$ cat src/rtl/scan2bus.sv
// rtl/scan2bus.sv - reassembles a scanned 8-slot digit stream into a confirmed hh:mm:ss binary bus
module scan2bus #(
  parameter int CONFIRM = 2
) (
  input  logic        clk1000,
  input  logic        rst,
  input  logic [3:0]  num,
  input  logic [7:0]  wx,
  output logic [23:0] bus,
  output logic        bus_vld,
  output logic        locked,
  output logic        frm_err
);

  localparam logic [2:0] CONF = 3'(CONFIRM);

  typedef enum logic {HUNT, COLLECT} state_t;

  state_t      state;
  logic [2:0]  exp_slot;
  logic [3:0]  d0, d1, d3, d4, d6;
  logic [2:0]  match;
  logic [23:0] prev_val;

  logic        wx_ok;
  logic [2:0]  slot;
  logic        dig_ok;
  logic [7:0]  hours;
  logic        hours_ok;
  logic [23:0] frame_val;
  logic        same;
  logic [2:0]  new_cnt;
  logic        load;

  function automatic logic [7:0] bcd(input logic [3:0] t, input logic [3:0] u);
    return ({4'd0, t} << 3) + ({4'd0, t} << 1) + {4'd0, u};
  endfunction

  // One-cold select: the single low bit at position p names slot 7-p.
  always_comb begin
    slot  = 3'd0;
    wx_ok = ($countones(~wx) == 1);
    for (int i = 0; i < 8; i++) begin
      if (!wx[i]) slot = 3'(7 - i);
    end
  end

  always_comb begin
    dig_ok = 1'b0;
    case (slot)
      3'd0:       dig_ok = (num <= 4'd2);
      3'd2, 3'd5: dig_ok = (num == 4'hF);
      3'd3, 3'd6: dig_ok = (num <= 4'd5);
      default:    dig_ok = (num <= 4'd9);
    endcase
  end

  // Slot 7 is never stored; the live sample supplies the last seconds digit.
  always_comb begin
    hours     = bcd(d0, d1);
    hours_ok  = (hours <= 8'd23);
    frame_val = {hours, bcd(d3, d4), bcd(d6, num)};
    same      = (frame_val == prev_val);
    if (same) new_cnt = (match == CONF) ? CONF : match + 3'd1;
    else      new_cnt = 3'd1;
    load      = (new_cnt == CONF) && ((match != CONF) || (frame_val != bus));
  end

  always_ff @(posedge clk1000) begin
    if (rst) begin
      state    <= HUNT;
      exp_slot <= 3'd0;
      d0       <= 4'd0;
      d1       <= 4'd0;
      d3       <= 4'd0;
      d4       <= 4'd0;
      d6       <= 4'd0;
      match    <= 3'd0;
      prev_val <= 24'h000000;
      bus      <= 24'h000000;
      bus_vld  <= 1'b0;
      locked   <= 1'b0;
      frm_err  <= 1'b0;
    end else begin
      bus_vld <= 1'b0;
      frm_err <= 1'b0;
      case (state)
        HUNT: begin
          if (wx_ok && slot == 3'd0) begin
            if (dig_ok) begin
              d0       <= num;
              exp_slot <= 3'd1;
              state    <= COLLECT;
            end else begin
              frm_err <= 1'b1;
            end
          end
        end
        COLLECT: begin
          if (wx_ok && slot == exp_slot && dig_ok) begin
            case (exp_slot)
              3'd1:    d1 <= num;
              3'd3:    d3 <= num;
              3'd4:    d4 <= num;
              3'd6:    d6 <= num;
              default: ;
            endcase
            if (exp_slot == 3'd7) begin
              state <= HUNT;
              if (hours_ok) begin
                prev_val <= frame_val;
                match    <= new_cnt;
                locked   <= (new_cnt == CONF);
                if (load) begin
                  bus     <= frame_val;
                  bus_vld <= 1'b1;
                end
              end else begin
                frm_err <= 1'b1;
                locked  <= 1'b0;
                match   <= 3'd0;
              end
            end else begin
              exp_slot <= exp_slot + 3'd1;
            end
          end else begin
            frm_err <= 1'b1;
            locked  <= 1'b0;
            match   <= 3'd0;
            // A legal slot 0 that breaks a frame opens the next one immediately.
            if (wx_ok && slot == 3'd0 && dig_ok) begin
              d0       <= num;
              exp_slot <= 3'd1;
            end else begin
              state <= HUNT;
            end
          end
        end
        default: state <= HUNT;
      endcase
    end
  end

endmodule

$ cat config.mk
export PLATFORM = sky130hd
export DESIGN_NAME = scan2bus
export DESIGN_NICKNAME = d
export VERILOG_FILES = /design/src/rtl/scan2bus.sv
export SDC_FILE = /design/constraint.sdc
export NUM_CORES = 1
export LEC_CHECK = 0
export CORE_ASPECT_RATIO = 0.6
export CORE_MARGIN = 5
export CORE_UTILIZATION = 36
export CTS_CLUSTER_SIZE = 12
export DETAILED_ROUTE_END_ITERATION = 7
export GPL_ROUTABILITY_DRIVEN = 0
export GPL_TIMING_DRIVEN = 0
export SETUP_SLACK_MARGIN = 0.02
export SYNTH_ARGS = -nofsm -noshare
export SYNTH_HDL_FRONTEND = slang
export SYNTH_SLANG_ARGS = --single-unit
$ cat constraint.sdc
create_clock -name clk1000 -period 5.4 [get_ports clk1000]
set_input_delay 1.08 -clock clk1000 [delete_from_list [all_inputs] [get_ports clk1000]]
set_output_delay 1.08 -clock clk1000 [all_outputs]
set_load 0.1 [all_outputs]
==> run_summary.xml <==
<?xml version="1.0" encoding="UTF-8"?>
<metrics>
  <group name="run_status">
    <metric name="status" unit="">complete, no violations</metric>
  </group>
  <group name="yosys">
    <metric name="synth_top_cells_by_count" unit="">78 x sky130_fd_sc_hd__dfxtp_1, 48 x sky130_fd_sc_hd__a21oi_1, 46 x sky130_fd_sc_hd__nand2_1</metric>
    <metric name="ys_ff_latch" unit="">78</metric>
    <metric name="synth_cells" unit="">547</metric>
    <metric name="count_of_flip_flops_with_a_built_in_enable_after_synthesis" unit="">0</metric>
    <metric name="synthMostInstantiatedCell" unit="">sky130_fd_sc_hd__dfxtp_1</metric>
    <metric name="syn-cell-area" unit="um^2">4800</metric>
    <metric name="synth.lib_cells_used.distinct" unit="">65</metric>
    <metric name="synth.avg_cell_area" unit="um^2">8.78</metric>
    <metric name="yosysWarnings" unit="">0</metric>
    <metric name="yosys_most_used_dff" unit="">sky130_fd_sc_hd__dfxtp_1</metric>
    <metric name="async_reset_ff_frac" unit="">0</metric>
    <metric name="seq_area_frac_synth" unit="">0.325</metric>
    <metric name="yosys-top-cells-area" unit="">sky130_fd_sc_hd__dfxtp_1 33%, sky130_fd_sc_hd__ha_1 8.9%, sky130_fd_sc_hd__xnor2_1 5.1%</metric>
    <metric name="synth.largest_area_cell" unit="">sky130_fd_sc_hd__dfxtp_1</metric>
    <metric name="synth_fp_nets" unit="">605</metric>
    <metric name="synth_top_cell_area_share" unit="">0.325</metric>
  </group>
  <group name="timing">
    <metric name="max_slew_margin" unit="">0.344</metric>
    <metric name="max_freq" unit="MHz">190</metric>
    <metric name="post-route-period-util" unit="">0.973</metric>
    <metric name="worst_slew_pin_slew" unit="ns">0.978</metric>
    <metric name="final_number_of_hold_violating_endpoints" unit="">0</metric>
    <metric name="drv_slew" unit="">0</metric>
    <metric name="finClkSkew" unit="ns">0.00522</metric>
    <metric name="setup-violations-final" unit="">0</metric>
    <metric name="clock_period_minus_final_worst_setup_slack" unit="ns">5.26</metric>
    <metric name="grt_setup_unrepaired" unit="">no</metric>
  </group>
  <group name="power_and_ir_drop">
    <metric name="p_leak" unit="nW">2.31</metric>
    <metric name="internal-power" unit="mW">0.953</metric>
    <metric name="clkPwrFrac" unit="">0.443</metric>
    <metric name="peakVddDrop" unit="V">0.000114</metric>
    <metric name="p_switching" unit="mW">0.307</metric>
    <metric name="switching_share" unit="">0.244</metric>
    <metric name="design_power_total" unit="mW">1.26</metric>
    <metric name="power.sequential.fraction" unit="">0.458</metric>
    <metric name="power_frac_comb" unit="">0.098</metric>
    <metric name="pwr_density_cell" unit="nW/um^2">217</metric>
  </group>
  <group name="cts">
    <metric name="cts_max_path_buffers" unit="">2</metric>
    <metric name="ctsRootBufferMaster" unit="">sky130_fd_sc_hd__clkbuf_16</metric>
    <metric name="tritoncts_num_sinks" unit="">78</metric>
    <metric name="numCtsBuffers" unit="">9</metric>
    <metric name="cts_tree" unit="">built</metric>
    <metric name="worstSkewPairLatency" unit="ns">0.34</metric>
    <metric name="h-tree-depth" unit="">3</metric>
    <metric name="path_clk_slew" unit="ns">0.06</metric>
    <metric name="postCtsHoldBufs" unit="">0</metric>
  </group>
  <group name="detailed_routing">
    <metric name="drt_first_iter_violations" unit="">363</metric>
    <metric name="via_per_inst" unit="">5.45</metric>
    <metric name="firstDrtPassIters" unit="">4</metric>
    <metric name="finalWirelength" unit="mm">13.9</metric>
    <metric name="residual_antenna_violating_net_count_after_detailed_routing" unit="">0</metric>
    <metric name="post_drt_wl_per_cell" unit="um">17.9</metric>
    <metric name="vias" unit="">4242</metric>
    <metric name="route.detailed.drc" unit="">0</metric>
  </group>
  <group name="floorplanning">
    <metric name="floorplan.rows" unit="">32</metric>
    <metric name="ioPinCount" unit="">41</metric>
    <metric name="die_footprint" unit="um^2">15800</metric>
    <metric name="fp.dieW" unit="um">159</metric>
    <metric name="die_height" unit="um">99.5</metric>
    <metric name="core_area" unit="um^2">13000</metric>
    <metric name="initial_utilization" unit="">0.370</metric>
  </group>
  <group name="flow_run">
    <metric name="maxCapViolations" unit="">0</metric>
  </group>
  <group name="critical_path">
    <metric name="cp-start-kind" unit="">input pin</metric>
    <metric name="startpoint" unit="">wx[0]</metric>
    <metric name="cp_data_required_time" unit="ns">5.63</metric>
    <metric name="end_kind" unit="">flip-flop</metric>
    <metric name="cp_max_fo" unit="">6</metric>
    <metric name="cp_data_arrival_time" unit="ns">5.48</metric>
    <metric name="reg2reg_from" unit="">d3[0]</metric>
    <metric name="worstSetupPathType" unit="">in2reg</metric>
    <metric name="r2r_setup_slack" unit="ns">1.21</metric>
  </group>
  <group name="global_route">
    <metric name="grt_overflow_total" unit="">0</metric>
    <metric name="largest_net_degree_at_the_start_of_global_routing" unit="">12</metric>
    <metric name="grt_first_pass_wirelength" unit="mm">21.7</metric>
    <metric name="global_route.usage.total" unit="">0.174</metric>
    <metric name="antenna_found_initial" unit="">0</metric>
    <metric name="grt_pass1_vias" unit="">3938</metric>
  </group>
  <group name="place">
    <metric name="dp_hpwl" unit="mm">10.9</metric>
    <metric name="portBuffers" unit="">40</metric>
  </group>
  <group name="hold_path">
    <metric name="min-delay-start" unit="">prev_val[18]</metric>
    <metric name="holdCritPathClass" unit="">reg2reg</metric>
  </group>
  <group name="layout">
    <metric name="nets" unit="">661</metric>
    <metric name="layout.filler_cells" unit="">1270</metric>
    <metric name="postLayoutCoreUtil" unit="">0.448</metric>
    <metric name="area_growth_syn_to_layout" unit="%">21.1</metric>
    <metric name="n_antenna_cell" unit="">0</metric>
    <metric name="drive_gt1_frac" unit="">0.0691</metric>
  </group>
</metrics>
==> path summary, 6_finish.rpt <==
path                            depth (start not counted)           end
worst max-delay path                                   16       bus[20]
worst min-delay path                                    2  prev_val[18]
worst max register to register                         10      match[2]
worst min register to register                          2  prev_val[18]
==> what timing repair did <==
| item | CTS | global route |
|---|---|---|
| endpoints found under the setup margin | 66 | 61 |
| buffers inserted | 3 | 3 |
| gates resized for setup | 10 | 16 |
| pin swaps | 2 | 7 |
| cloned | 0 | 1 |
==> stage by stage <==
step / TNS (ns) / cells / instance area, um^2 / hold WS (ns) / setup slack (ns)
floorplan: 0 / 547 / 4800 / 0.441 / 0.209
global placement: -33.08 / 757 / 5420 / 0.452 / -0.766
detailed placement: -38.34 / 757 / 5420 / 0.458 / -0.828
CTS: 0 / 775 / 5730 / 0.466 / 0.0342
global route: 0 / 778 / 5820 / 0.482 / 0.0199
finish: 0 / 778 / 5820 / 0.463 / 0.144
==> registers in the layout (all words and copies together), names as in the netlist <==
| register | flops |
|---|---|
| bus | 24 |
| prev_val | 24 |
| d0 | 4 |
| d1 | 4 |
| d3 | 4 |
| d4 | 4 |
| d6 | 4 |
| exp_slot | 3 |
| match | 3 |
| bus_vld | 1 |
| frm_err | 1 |
| locked | 1 |
| state | 1 |
==> final cells by class <==
cell class	instances	area, um^2	area share
Clock inverter	1	5.00	0.000860
Sequential cell	78	1560	0.268
Inverter	27	101	0.0174
Clock buffer	15	258	0.0443
Buffer	23	126	0.0217
Tap cell	170	213	0.0366
Multi-Input combinational cell	417	3080	0.530
Timing Repair Buffer	47	472	0.0811
==> critical path, cell delays in order <==
cell	delay (ns)
sky130_fd_sc_hd__clkdlybuf4s50_1	0.48
sky130_fd_sc_hd__inv_1	0.07
sky130_fd_sc_hd__fa_1	0.45
sky130_fd_sc_hd__fa_1	0.49
sky130_fd_sc_hd__fa_1	0.52
sky130_fd_sc_hd__ha_2	0.19
sky130_fd_sc_hd__fa_2	0.43
sky130_fd_sc_hd__nand2b_4	0.16
sky130_fd_sc_hd__a21oi_4	0.14
sky130_fd_sc_hd__and4_4	0.26
sky130_fd_sc_hd__and3_1	0.16
sky130_fd_sc_hd__buf_6	0.11
sky130_fd_sc_hd__and4bb_2	0.28
sky130_fd_sc_hd__and3_4	0.19
sky130_fd_sc_hd__buf_6	0.13
sky130_fd_sc_hd__mux2_1	0.32
==> power by group through the flow <==
stage | clock network, mW | logic (mW) | registers [mW]
final | 0.559 | 0.124 | 0.578
after detailed placement | 0 | 0.106 | 0.590
after global placement | 0 | 0.102 | 0.590
after floorplan | 0 | 0.0612 | 0.595
after CTS | 0.572 | 0.112 | 0.577
after global routing | 0.593 | 0.137 | 0.577
==> layer usage <==
layer | GRT usage | up-vias | wire, um
met5 | 0 | - | 0
met4 | 0.0478 | 0 | 190
met3 | 0.0439 | 16 | 912
met2 | 0.235 | 116 | 5540
met1 | 0.270 | 2072 | 7310
li1 | - | 2038 | -
==> cells by family (layout without fill, tap and decap cells) <==
family	count (synthesis)	after routing	share of synthesized area
AND/OR/NAND/NOR	186	186	0.205
AO/OA/AOI/OAI	110	110	0.142
flip-flops	78	78	0.325
XOR/XNOR	53	53	0.104
buffers and inverters	52	113	0.0430
adder cells (fa/ha/maj)	44	44	0.130
multiplexers	24	24	0.0505
==> cell usage in the layout (no fill, tap or decap), drive strengths merged, types with 16 or more instances in the layout <==
cell	netlist	layout
nand2	46	46
xor2	23	23
dfxtp	78	78
clkdlybuf4s50	0	38
nor2	32	32
a21oi	49	49
ha	34	34
mux2i	22	22
clkbuf	21	34
nand3	16	16
nand2b	21	21
nand4	16	16
xnor2	28	28
inv	27	27
No activity file was read; power rests on OpenSTA's default activity.
